File: src/rtl/cursor_controller.sv
// Frame-synchronous cursor controller: debounced-by-frame moves with hold-to-repeat and a select handshake.
// Optional macro CURSOR_WRAP_EN: wrap at grid edges instead of saturating.
module cursor_controller #(
    parameter int GRID_MAX     = 7,
    parameter int INIT_I       = 0,
    parameter int INIT_J       = 0,
    parameter int REPEAT_DELAY = 30,
    parameter int REPEAT_RATE  = 6
) (
    input  logic       clk,
    input  logic       rst_n,
    input  logic       btn_up,
    input  logic       btn_down,
    input  logic       btn_left,
    input  logic       btn_right,
    input  logic       btn_sel,
    input  logic       vsync,
    output logic [2:0] i_actual,
    output logic [2:0] j_actual,
    output logic       frame_tick,
    output logic       sel_valid,
    output logic [2:0] sel_i,
    output logic [2:0] sel_j,
    input  logic       sel_ready
);

    localparam int MAXCNT = (REPEAT_DELAY > REPEAT_RATE) ? REPEAT_DELAY : REPEAT_RATE;
    localparam int CW     = ($clog2(MAXCNT + 1) > 5) ? $clog2(MAXCNT + 1) : 5;

    localparam logic [2:0]    GMAX    = 3'(GRID_MAX);
    localparam logic [2:0]    INIT_I3 = 3'(INIT_I);
    localparam logic [2:0]    INIT_J3 = 3'(INIT_J);
    localparam logic [CW-1:0] DELAY_C = CW'(REPEAT_DELAY);
    localparam logic [CW-1:0] RATE_C  = CW'(REPEAT_RATE);

    typedef enum logic [1:0] {IDLE, HELD, REPEAT} state_t;
    typedef enum logic [1:0] {DIR_UP, DIR_DOWN, DIR_LEFT, DIR_RIGHT} dir_t;

    logic [4:0] btnRaw;
    logic [4:0] btnSync1_q, btnSync2_q, btnPrev_q;
    logic [4:0] btnRise;

    logic vs_q, tick_q;

    state_t        state_q, state_d;
    dir_t          dir_q, dir_d;
    logic [CW-1:0] fcnt_q, fcnt_d;
    logic          pending_q, pending_d;
    logic          setPending;
    logic          dirHeld;

    logic [2:0] i_q, i_d, j_q, j_d;
    logic       selValid_q, selValid_d;
    logic [2:0] selI_q, selI_d, selJ_q, selJ_d;

    assign btnRaw  = {btn_sel, btn_right, btn_left, btn_down, btn_up};
    assign btnRise = btnSync2_q & ~btnPrev_q;

    function automatic logic [2:0] stepUp(input logic [2:0] c);
`ifdef CURSOR_WRAP_EN
        return (c == GMAX) ? 3'd0 : c + 3'd1;
`else
        return (c == GMAX) ? c : c + 3'd1;
`endif
    endfunction

    function automatic logic [2:0] stepDown(input logic [2:0] c);
`ifdef CURSOR_WRAP_EN
        return (c == 3'd0) ? GMAX : c - 3'd1;
`else
        return (c == 3'd0) ? c : c - 3'd1;
`endif
    endfunction

    // Buttons are asynchronous: two-flop synchronizer, then a registered copy for edge detection.
    always_ff @(posedge clk or negedge rst_n) begin
        if (!rst_n) begin
            btnSync1_q <= '0;
            btnSync2_q <= '0;
            btnPrev_q  <= '0;
        end else begin
            btnSync1_q <= btnRaw;
            btnSync2_q <= btnSync1_q;
            btnPrev_q  <= btnSync2_q;
        end
    end

    always_ff @(posedge clk or negedge rst_n) begin
        if (!rst_n) begin
            vs_q   <= 1'b0;
            tick_q <= 1'b0;
        end else begin
            vs_q   <= vsync;
            tick_q <= vs_q & ~vsync;
        end
    end

    always_ff @(posedge clk or negedge rst_n) begin
        if (!rst_n) begin
            state_q    <= IDLE;
            dir_q      <= DIR_UP;
            fcnt_q     <= '0;
            pending_q  <= 1'b0;
            i_q        <= INIT_I3;
            j_q        <= INIT_J3;
            selValid_q <= 1'b0;
            selI_q     <= 3'd0;
            selJ_q     <= 3'd0;
        end else begin
            state_q    <= state_d;
            dir_q      <= dir_d;
            fcnt_q     <= fcnt_d;
            pending_q  <= pending_d;
            i_q        <= i_d;
            j_q        <= j_d;
            selValid_q <= selValid_d;
            selI_q     <= selI_d;
            selJ_q     <= selJ_d;
        end
    end

    always_comb begin
        dirHeld = 1'b0;
        case (dir_q)
            DIR_UP:    dirHeld = btnSync2_q[0];
            DIR_DOWN:  dirHeld = btnSync2_q[1];
            DIR_LEFT:  dirHeld = btnSync2_q[2];
            DIR_RIGHT: dirHeld = btnSync2_q[3];
            default:   dirHeld = 1'b0;
        endcase
    end

    // The repeat counter only advances on frame ticks; reaching the threshold is acted on the cycle after.
    always_comb begin
        state_d    = state_q;
        dir_d      = dir_q;
        fcnt_d     = fcnt_q;
        setPending = 1'b0;
        case (state_q)
            IDLE: begin
                if (|btnRise[3:0]) begin
                    setPending = 1'b1;
                    fcnt_d     = '0;
                    state_d    = HELD;
                    if (btnRise[0])      dir_d = DIR_UP;
                    else if (btnRise[1]) dir_d = DIR_DOWN;
                    else if (btnRise[2]) dir_d = DIR_LEFT;
                    else                 dir_d = DIR_RIGHT;
                end
            end
            HELD: begin
                if (!dirHeld) begin
                    state_d = IDLE;
                end else if (fcnt_q == DELAY_C) begin
                    setPending = 1'b1;
                    fcnt_d     = '0;
                    state_d    = REPEAT;
                end else if (tick_q) begin
                    fcnt_d = fcnt_q + 1'b1;
                end
            end
            REPEAT: begin
                if (!dirHeld) begin
                    state_d = IDLE;
                end else if (fcnt_q == RATE_C) begin
                    setPending = 1'b1;
                    fcnt_d     = '0;
                end else if (tick_q) begin
                    fcnt_d = fcnt_q + 1'b1;
                end
            end
            default: state_d = IDLE;
        endcase
    end

    // A pending move is consumed on the tick even when it saturates, so it never leaks into the next frame.
    always_comb begin
        pending_d = (pending_q & ~tick_q) | setPending;
        i_d       = i_q;
        j_d       = j_q;
        if (tick_q && pending_q) begin
            case (dir_q)
                DIR_UP:    i_d = stepDown(i_q);
                DIR_DOWN:  i_d = stepUp(i_q);
                DIR_LEFT:  j_d = stepDown(j_q);
                DIR_RIGHT: j_d = stepUp(j_q);
                default: ;
            endcase
        end
    end

    always_comb begin
        selValid_d = selValid_q;
        selI_d     = selI_q;
        selJ_d     = selJ_q;
        if (selValid_q) begin
            if (sel_ready) selValid_d = 1'b0;
        end else if (btnRise[4]) begin
            selValid_d = 1'b1;
            selI_d     = i_q;
            selJ_d     = j_q;
        end
    end

    assign i_actual   = i_q;
    assign j_actual   = j_q;
    assign frame_tick = tick_q;
    assign sel_valid  = selValid_q;
    assign sel_i      = selI_q;
    assign sel_j      = selJ_q;

endmodule

File: config.mk
export PLATFORM = sky130hd
export DESIGN_NAME = cursor_controller
export DESIGN_NICKNAME = d
export VERILOG_FILES = /design/src/rtl/cursor_controller.sv
export SDC_FILE = /design/constraint.sdc
export NUM_CORES = 1
export LEC_CHECK = 0
export ABC_AREA = 1
export CORE_UTILIZATION = 35
export DETAILED_ROUTE_END_ITERATION = 7
export GPL_ROUTABILITY_DRIVEN = 1
export PLACE_DENSITY = 0.6
export RECOVER_POWER = 25
export SLEW_MARGIN = 10
export SYNTH_ARGS = -nofsm -noshare
export SYNTH_HDL_FRONTEND = slang
export SYNTH_SLANG_ARGS = --single-unit
File: constraint.sdc
create_clock -name clk -period 2.47 [get_ports clk]
set_input_delay 0.247 -clock clk [delete_from_list [all_inputs] [get_ports clk]]
set_output_delay 0.247 -clock clk [all_outputs]
set_load 0.005 [all_outputs]
Yosys cells after proc, flatten, opt, wreduce, memory -nomap -nowiden. Index checks and enable logic that the tools add are counted.

Add/sub/neg operators: 5. Mux-type cells: 31. Bitwise logic cells: 8. Equality and inequality tests: 18. Reductions and logical operators: 15.

Operators by type and width (count): $mux W5 (6); $ne A2 B2 Y1 const B (8); $pmux W5 S3 (1); $mux W2 (6); $mux W3 (4); $pmux W3 S2 (2); $reduce_and A4 Y1 (3); $mux W1 (9); $add A3 B1 Y3 const B (2); $eq A2 B2 Y1 const B (3); $eq A3 B3 Y1 const B (2); $logic_not A3 Y1 (2); $pmux W2 S3 (1); $sub A3 B1 Y3 const B (2); $add A5 B1 Y5 const B (1); $and A5 B5 Y5 (1); $eq A5 B3 Y1 const B (1); $eq A5 B5 Y1 const B (1); $not A5 Y5 (1); $eq A2 B1 Y1 const B (2); $logic_not A2 Y1 (2); $pmux W1 S4 (1); $reduce_and A2 Y1 (2); $reduce_bool A2 Y1 (2); other kinds (9) (12).

Bits in registers: 40. Output and inout port bits: 14. Logic and storage cells: 91.

Logic depth before layout (Yosys ltp). Gate-level depths: netlist (run 1).

Word-level depth: 6. Mapped depth: 11.

Worst setup path after synthesis (run 1). OpenSTA, ideal clock, no wires.

Path type: reg2reg. Start: register dir_q[0]. End: register j_q[2] (netlist: j_actual[2]). Arrival time: 1.334 ns. Setup time: 0.117 ns. Period minus slack after synthesis: 1.450 ns. Data required time: 2.353 ns. Setup slack: 1.020 ns. Cell stages (with the launch flop): 9. Cells stage by stage: dfrtp_1 buf_4 nand2_1 inv_1 fa_1 xnor2_1 nand2_1 nand2_1 nand2_1.

Word-level cells in the longest chain between the ends: 3.

RTL lines: from (decl) (line 46) `dir_t dir_q, dir_d;`; from (signal assigned) (line 111) `dir_q <= dir_d;`; $eq A2 B2 Y1 (line 182) `case (dir_q)`; $ne A2 B2 Y1 (no line) / $reduce_bool A2 Y1 (equally long branches); $reduce_and A4 Y1 (no line); to (signal assigned) (line 115) `j_q <= j_d;`; to (decl) (line 52) `logic [2:0] i_q, i_d, j_q, j_d;`.

Parallel ways exist; a longest one is shown, timed or not. A chain may end at the register's enable or synchronous reset.

Worst setup path in the final report (run 1).
Start: register tick_q (netlist: frame_tick). End: output port frame_tick.

RTL lines: from (decl) (line 43) `logic vs_q, tick_q;`; from (signal assigned) (line 94) `tick_q <= vs_q & ~vsync;`; to (decl) (line 20) `output logic frame_tick,`.

No word-level cell between the ends.

==> summary.log, run 1 <==
qor: outcome.result_of_the_run finished, final reports clean
qor: synth.ys.warnings.count 0
qor: cts.post_cts_resize_count 0
qor: setup_path.ordered_list_of_cells_on_the_worst_path clkdlybuf4s50_1
qor: synth.async_flop_share 100%
qor: cts.post_cts_hold_buffer_count 0
qor: global_routing.grt_max_degree 41
qor: cts.cts_buffers 5
qor: finish.post_route_cells_drive_above_1_share 8.23%
qor: setup_path.cp_slowest_cell clkdlybuf4s50_1
qor: setup_path.critical_path_arrival 1.35 ns
qor: detailed_routing.routed_wire_length_per_instance 10.5 µm
qor: place.post-place-cells 305
qor: setup_path.critical_path_buf_inv_count 1
qor: power_and_ir_drop.power_density 1090 mW/mm²
qor: setup_path.crit_family buffers and inverters
qor: die.chipWidth 75.7 µm
qor: detailed_routing.detail_route.iter0.violations 56
qor: finish.final.fill_count 517
qor: die.core_area 0.00517 mm²
qor: global_routing.first_global_vias 1271
qor: global_routing.grt_overflow 0
qor: synth.post-synth-top-area-fraction 52.6%
qor: die.die_height 75.7 µm
qor: cts.clkSinkCount 40
qor: setup_path.critical_path.max_stage_delay 0.56 ns
qor: synth.yosys-top-cells-area dfrtp_1 (53%), nand2_1 (12%), inv_1 (6.5%)
qor: cts.cts-htree-levels 2
qor: synth.synth_sequential_area_ratio 52.6%
qor: place.last_weighted_congestion_value_of_the_routability_driven_placer 0.795
qor: synth.post_synth_inst_count 217
qor: cts.buffer_levels_on_the_longest_clock_path 2
qor: die.start_util 36.8%
qor: power_and_ir_drop.final_total_power 2.48 mW
qor: sta.grt_setup_unrepaired no
qor: finish.layout.core_utilization 43.9%
qor: sta.timing_worst_slew_pin_value 0.873 ns
qor: global_routing.grt_antenna_before_repair 0
qor: setup_path.crit_path_kind reg -> out
qor: finish.num_antenna_cells 0
qor: sta.min_period 1.60 ns
qor: sta.timing.max_slew.rel_slack 41.8%
qor: die.die-area 0.00574 mm²
qor: detailed_routing.num_vias 1381
qor: synth.nets_in_the_synthesized_netlist 234
qor: cts.clock-root-buffer clkbuf_8
qor: detailed_routing.postRouteWirelength 3280 µm
qor: synth.area_of_the_mapped_netlist 0.00190 mm²
qor: detailed_routing.routed_via_density 4.41
qor: sta.timing.hold.ws 0.0622 ns
qor: cts.clock_insertion_delay_worst_skew 0.30 ns
qor: detailed_routing.route.antenna.remaining_nets 0
qor: finish.post_layout_nonfiller_instances 313
qor: die.row_count 26
qor: cts.tritoncts done
qor: setup_path.worst-path-max-fanout 9
qor: finish.syn2layout_area_growth 19.4%
qor: sta.setup_viol 0
qor: place.dpl.hpwl 2390 µm
qor: sta.fin_worst_skew 0.00534 ns
qor: cts.cts.repair_timing.setup_buffer_count 0
qor: global_routing.global_route.usage.total 13.9%
qor: setup_path.critical_path.startpoint_type register
qor: synth.synth-edff-count 0
qor: setup_path.worst_ep_required_time 2.22 ns
qor: synth.yosys.cell_count.top_type nand2_1
qor: detailed_routing.drt_drc_violations_left 0
qor: synth.yosysUniqueCellTypes 24
qor: die.design.portCount 23
qor: detailed_routing.drt-pass1-iter-count 4
qor: setup_path.critical_path.endpoint_type output pin
qor: global_routing.grt_pass1_wl 5740 µm
qor: sta.max_clock_freq 624 MHz
qor: finish.nNetsFinal 259
qor: synth.largest_area_contributor_in_the_synthesized_netlist dfrtp_1
qor: sta.hold_viol_final 0
qor: place.placement.io_buffers 22
qor: cts.clk_pin_slew_worst_paths 0.08 ns
qor: power_and_ir_drop.leakagePower 1.12 nW
qor: sta.timing.final.crit_share 64.9%
qor: synth.synthFlopType dfrtp_1
qor: worst_hold_path.worstHoldPathType in -> async
qor: sta.final-max-slew-violation-count 0
qor: sta.tns 0 ns
qor: synth.ys_seq_elements 40
qor: synth.postSynthAreaPerCell 8.77 µm²
qor: run.cap_viol_max_count 0
qor: power_and_ir_drop.ir_drop 0.446 mV
qor: synth.post_synth_most_frequent_cells nand2_1 (60), dfrtp_1 (40), inv_1 (33)
## layer usage
metal,vias up,GRT usage [%],wire length [µm]
met5,-,0,0
met4,0,6.17,68
met3,6,4.10,115
met2,26,20.4,1350
met1,624,18.9,1740
li1,725,-,-
## report_power, final
group,switching [mW],internal [mW],total [mW]
Clock,0.235,0.228,0.463
Sequential,0.168,0.811,0.979
Combinational,0.580,0.453,1.03
Total,0.984,1.49,2.48
## stage by stage
| stage | cell area (µm²) | setup WS [ns] |
|---|---|---|
| finish | 2270 | 0.868 |
| global route | 2270 | 0.734 |
| CTS | 2270 | 0.852 |
| detailed placement | 2180 | 0.918 |
| global placement | 2180 | 0.950 |
| floorplan | 1900 | 1.02 |
## final timing paths
path | depth (start not counted) | end | start | slack, ns
max in group asynchronous | 1 | fcnt_q[1]$_DFFE_PN0P_ | rst_n | 1.86
setup reg to reg | 9 | fcnt_q[2]$_DFFE_PN0P_ | state_q[0]$_DFFE_PN0P_ | 0.89
hold / removal | 1 | btnPrev_q[4]$_DFF_PN0_ | rst_n | 0.06
min in group clk | 0 | btnSync2_q[3]$_DFF_PN0_ | btnSync1_q[3]$_DFF_PN0_ | 0.35
setup / recovery | 1 | frame_tick | frame_tick$_DFF_PN0_ | 0.87
hold reg to reg | 0 | btnSync2_q[3]$_DFF_PN0_ | btnSync1_q[3]$_DFF_PN0_ | 0.35
## sequential cells by signal, indices dropped and copies added, names as in the netlist, 2 cells and up
name / flops
btnSync2_q: 5
btnSync1_q: 5
dir_q: 2
sel_i: 3
fcnt_q: 5
i_actual: 3
state_q: 2
j_actual: 3
sel_j: 3
btnPrev_q: 5
## cell type report
class	count	area (µm²)	share of cell area (%)
Clock inverter	2	13.8	0.606
Timing Repair Buffer	22	215	9.47
Multi-Input combinational cell	139	744	32.8
Inverter	34	128	5.62
Tap cell	70	87.6	3.85
Sequential cell	40	1000	44.1
Clock buffer	6	82.6	3.63
## cell usage in the layout, fill, tap and decap left out
| cell type | Yosys | final |
|---|---|---|
| nand2_1 | 60 | 60 |
| dfrtp_1 | 40 | 40 |
| inv_1 | 33 | 33 |
| nor2_1 | 17 | 17 |
| clkdlybuf4s50_1 | 0 | 15 |
| o21ai_0 | 12 | 12 |
| nand3_1 | 11 | 11 |
| a21oi_1 | 6 | 6 |
| xor2_1 | 6 | 6 |
| ha_1 | 6 | 6 |
| clkbuf_8 | 0 | 6 |
| dlygate4sd3_1 | 0 | 6 |
| nand4_1 | 5 | 5 |
| nor2_2 | 4 | 4 |
| o21ai_2 | 2 | 2 |
| xnor2_1 | 2 | 2 |
| fa_1 | 2 | 2 |
| nand3b_1 | 1 | 1 |
| nand3_2 | 1 | 1 |
| nand4_2 | 1 | 1 |
| nand2_2 | 1 | 1 |
| inv_2 | 1 | 1 |
| nor3_2 | 1 | 1 |
| nor3_1 | 1 | 1 |
| clkinv_2 | 0 | 1 |
| inv_6 | 0 | 1 |
| buf_2 | 0 | 1 |
## worst register-to-register path: stages, from the launching register on
cell	delay [ns]
dfrtp_1	0.41
inv_1	0.10
ha_1	0.26
inv_1	0.08
nand2_1	0.10
nor2_1	0.06
a21oi_1	0.15
nand2_1	0.16
nand2_1	0.09
nand2_1	0.05
## cell families after synthesis
| logic type | count (synthesis) | synth area share (%) |
|---|---|---|
| compound gates | 20 | 5.65 |
| xor+xnor | 8 | 3.68 |
| fa+ha+maj | 8 | 6.05 |
| buf+inv | 38 | 8.28 |
| flops | 40 | 52.6 |
| simple gates | 103 | 23.7 |
Power figures use the tool's default switching activity.
==> inputs of run 2 (changes only) <==
==> constraint.sdc (replaced) <==
create_clock -name clk -period 1.6 [get_ports clk]
set_input_delay 0.16 -clock clk [delete_from_list [all_inputs] [get_ports clk]]
set_output_delay 0.16 -clock clk [all_outputs]
set_load 0.005 [all_outputs]
==> run 2 against run 1 <==
  * Hold slack better by 0.29 ns
  * Register-to-register slack worse by 0.74 ns
  * Sequential power up 49%
  * Clock skew about the same
  * Critical path depth up 6
  * Critical path type is now reg -> reg
  * Critical endpoint is now j_actual[2]$_DFFE_PN0P_
  * Largest cell class unchanged
  * Highest routed layer unchanged
==> summary.log, run 2 (synthesis gave the netlist of run 1 again) <==
qor: outcome.result_of_the_run finished, final reports clean
qor: detailed_routing.num_vias 1372
qor: die.chipWidth 75.7 µm
qor: place.placement.io_buffers 22
qor: detailed_routing.postRouteWirelength 3130 µm
qor: place.dpl.hpwl 2400 µm
qor: cts.clk_pin_slew_worst_paths 0.07 ns
qor: cts.cts-htree-levels 2
qor: finish.commonest_non_fill_non_tap_cell_in_the_layout nand2_1
qor: finish.post_route_cells_drive_above_1_share 12.0%
qor: sta.timing.max_slew.rel_slack 36.3%
qor: sta.grt_setup_unrepaired no
qor: setup_path.critical_path.endpoint_type register
qor: global_routing.grt_max_degree 41
qor: detailed_routing.route.antenna.remaining_nets 0
qor: finish.syn2layout_area_growth 22.5%
qor: die.row_count 26
qor: cts.cts.repair_timing.setup_buffer_count 0
qor: cts.tritoncts done
qor: sta.min_period 1.45 ns
qor: die.die-area 0.00574 mm²
qor: setup_path.critical_path.startpoint_type register
qor: sta.fin_worst_skew 0.00565 ns
qor: setup_path.r2r_cells 7
qor: die.core_area 0.00517 mm²
qor: finish.mostFrequentLayoutCells nand2_1 (59), dfrtp_1 (39), inv_1 (33), nor2_1 (16), clkdlybuf4s50_1 (15)
qor: sta.hold_viol_final 0
qor: global_routing.grt_antenna_before_repair 0
qor: sta.timing.final.crit_share 90.4%
qor: run.cap_viol_max_count 0
qor: place.placement.cell_area 0.00222 mm²
qor: finish.num_antenna_cells 0
qor: detailed_routing.routed_wire_length_per_instance 9.77 µm
qor: die.design.portCount 23
qor: sta.final-max-slew-violation-count 0
qor: power_and_ir_drop.final_total_power 3.85 mW
qor: setup_path.worst-path-max-fanout 5
qor: setup_path.critical_path_arrival 1.63 ns
qor: power_and_ir_drop.power_density 1650 mW/mm²
qor: finish.nNetsFinal 266
qor: place.last_weighted_congestion_value_of_the_routability_driven_placer 0.849
qor: sta.max_clock_freq 691 MHz
qor: detailed_routing.drt-pass1-iter-count 5
qor: cts.clkSinkCount 40
qor: worst_hold_path.hold-path-cell-count 0
qor: global_routing.grt_overflow 0
qor: global_routing.global_route.usage.total 12.7%
qor: setup_path.worst_ep_required_time 1.78 ns
qor: cts.buffer_levels_on_the_longest_clock_path 2
qor: die.start_util 36.8%
qor: global_routing.grt_pass1_wl 5360 µm
qor: sta.tns 0 ns
qor: sta.timing.hold.ws 0.352 ns
qor: finish.postLayoutCellArea 0.00233 mm²
qor: cts.clock_insertion_delay_worst_skew 0.29 ns
qor: power_and_ir_drop.ir_drop 0.710 mV
qor: cts.clock-root-buffer clkbuf_8
qor: worst_hold_path.worstHoldPathType reg -> reg
qor: cts.cts_buffers 5
qor: die.die_height 75.7 µm
qor: detailed_routing.drt_drc_violations_left 0
qor: detailed_routing.routed_via_density 4.29
qor: sta.setup_viol 0
qor: setup_path.crit_path_kind reg -> reg
qor: sta.timing_worst_slew_pin_value 0.955 ns
qor: power_and_ir_drop.leakagePower 1.16 nW
qor: global_routing.first_global_vias 1294
qor: detailed_routing.detail_route.iter0.violations 87
## run 2: cell count changes in the layout (fill, tap and decap cells not counted), sizes merged
cell	change
buf	+5
clkbuf	+1
clkinv	+1
dlygate4sd3	+1
inv	-1
## run 2: path summary, 6_finish.rpt
path | start | endpoint | slack, ns
max | dir_q[1]$_DFFE_PN0P_ | j_actual[2]$_DFFE_PN0P_ | 0.15
min | btnSync1_q[2]$_DFF_PN0_ | btnSync2_q[2]$_DFF_PN0_ | 0.35
max reg2reg | dir_q[1]$_DFFE_PN0P_ | j_actual[2]$_DFFE_PN0P_ | 0.15
min reg2reg | btnSync1_q[2]$_DFF_PN0_ | btnSync2_q[2]$_DFF_PN0_ | 0.35
max in group asynchronous | rst_n | frame_tick$_DFF_PN0_ | 0.33
min in group asynchronous | rst_n | btnPrev_q[4]$_DFF_PN0_ | 0.63
## run 2: per-layer routing
metal  global-route usage, %  part of all wire (%)
met4                    8.02                   2.6
met1                    15.2                    51
met3                    3.84                   4.7
met5                       0                     0
met2                    20.1                    42
## run 2: what timing repair did
| item | 4_1_cts | 5_1_grt |
|---|---|---|
| gates resized for setup | 0 | 4 |
| setup endpoints to repair | 0 | 6 |
| hold buffers | 1 | 0 |
| hold endpoints to repair | 40 | 0 |
## run 2: per-stage QoR
stage                     utilization (%)  cells  setup WS [ns]
final                                45.1    320          0.153
after global routing                 45.1    320         0.0186
after CTS                            44.9    320         0.0377
after detailed placement             42.9    311          0.123
after global placement               42.9    311          0.162
after floorplan                         -    217          0.150
## run 2: worst max-delay path, stage by stage, from the launching register on
cell     delay (ns)
dfrtp_1        0.42
nand2_1        0.11
inv_1          0.06
fa_1           0.37
xnor2_1        0.20
nand2_1        0.07
nand2_1        0.06
nand2_1        0.05
## run 2: report_power, final
part / internal (mW) / leakage (nW) / total, mW / switching [mW]
registers: 1.25 / 0.487 / 1.46 / 0.206
logic: 0.777 / 0.619 / 1.71 / 0.930
clock network: 0.344 / 0.0510 / 0.678 / 0.335
## run 2: final cells by class
type	count	area [µm²]
clock inverters	2	10.0
multi-input cells	139	753
clock buffers	6	82.6
well taps	70	87.6
flip-flops and latches	40	1000
fillers	511	2840
repair buffers	29	268
inverters	34	128
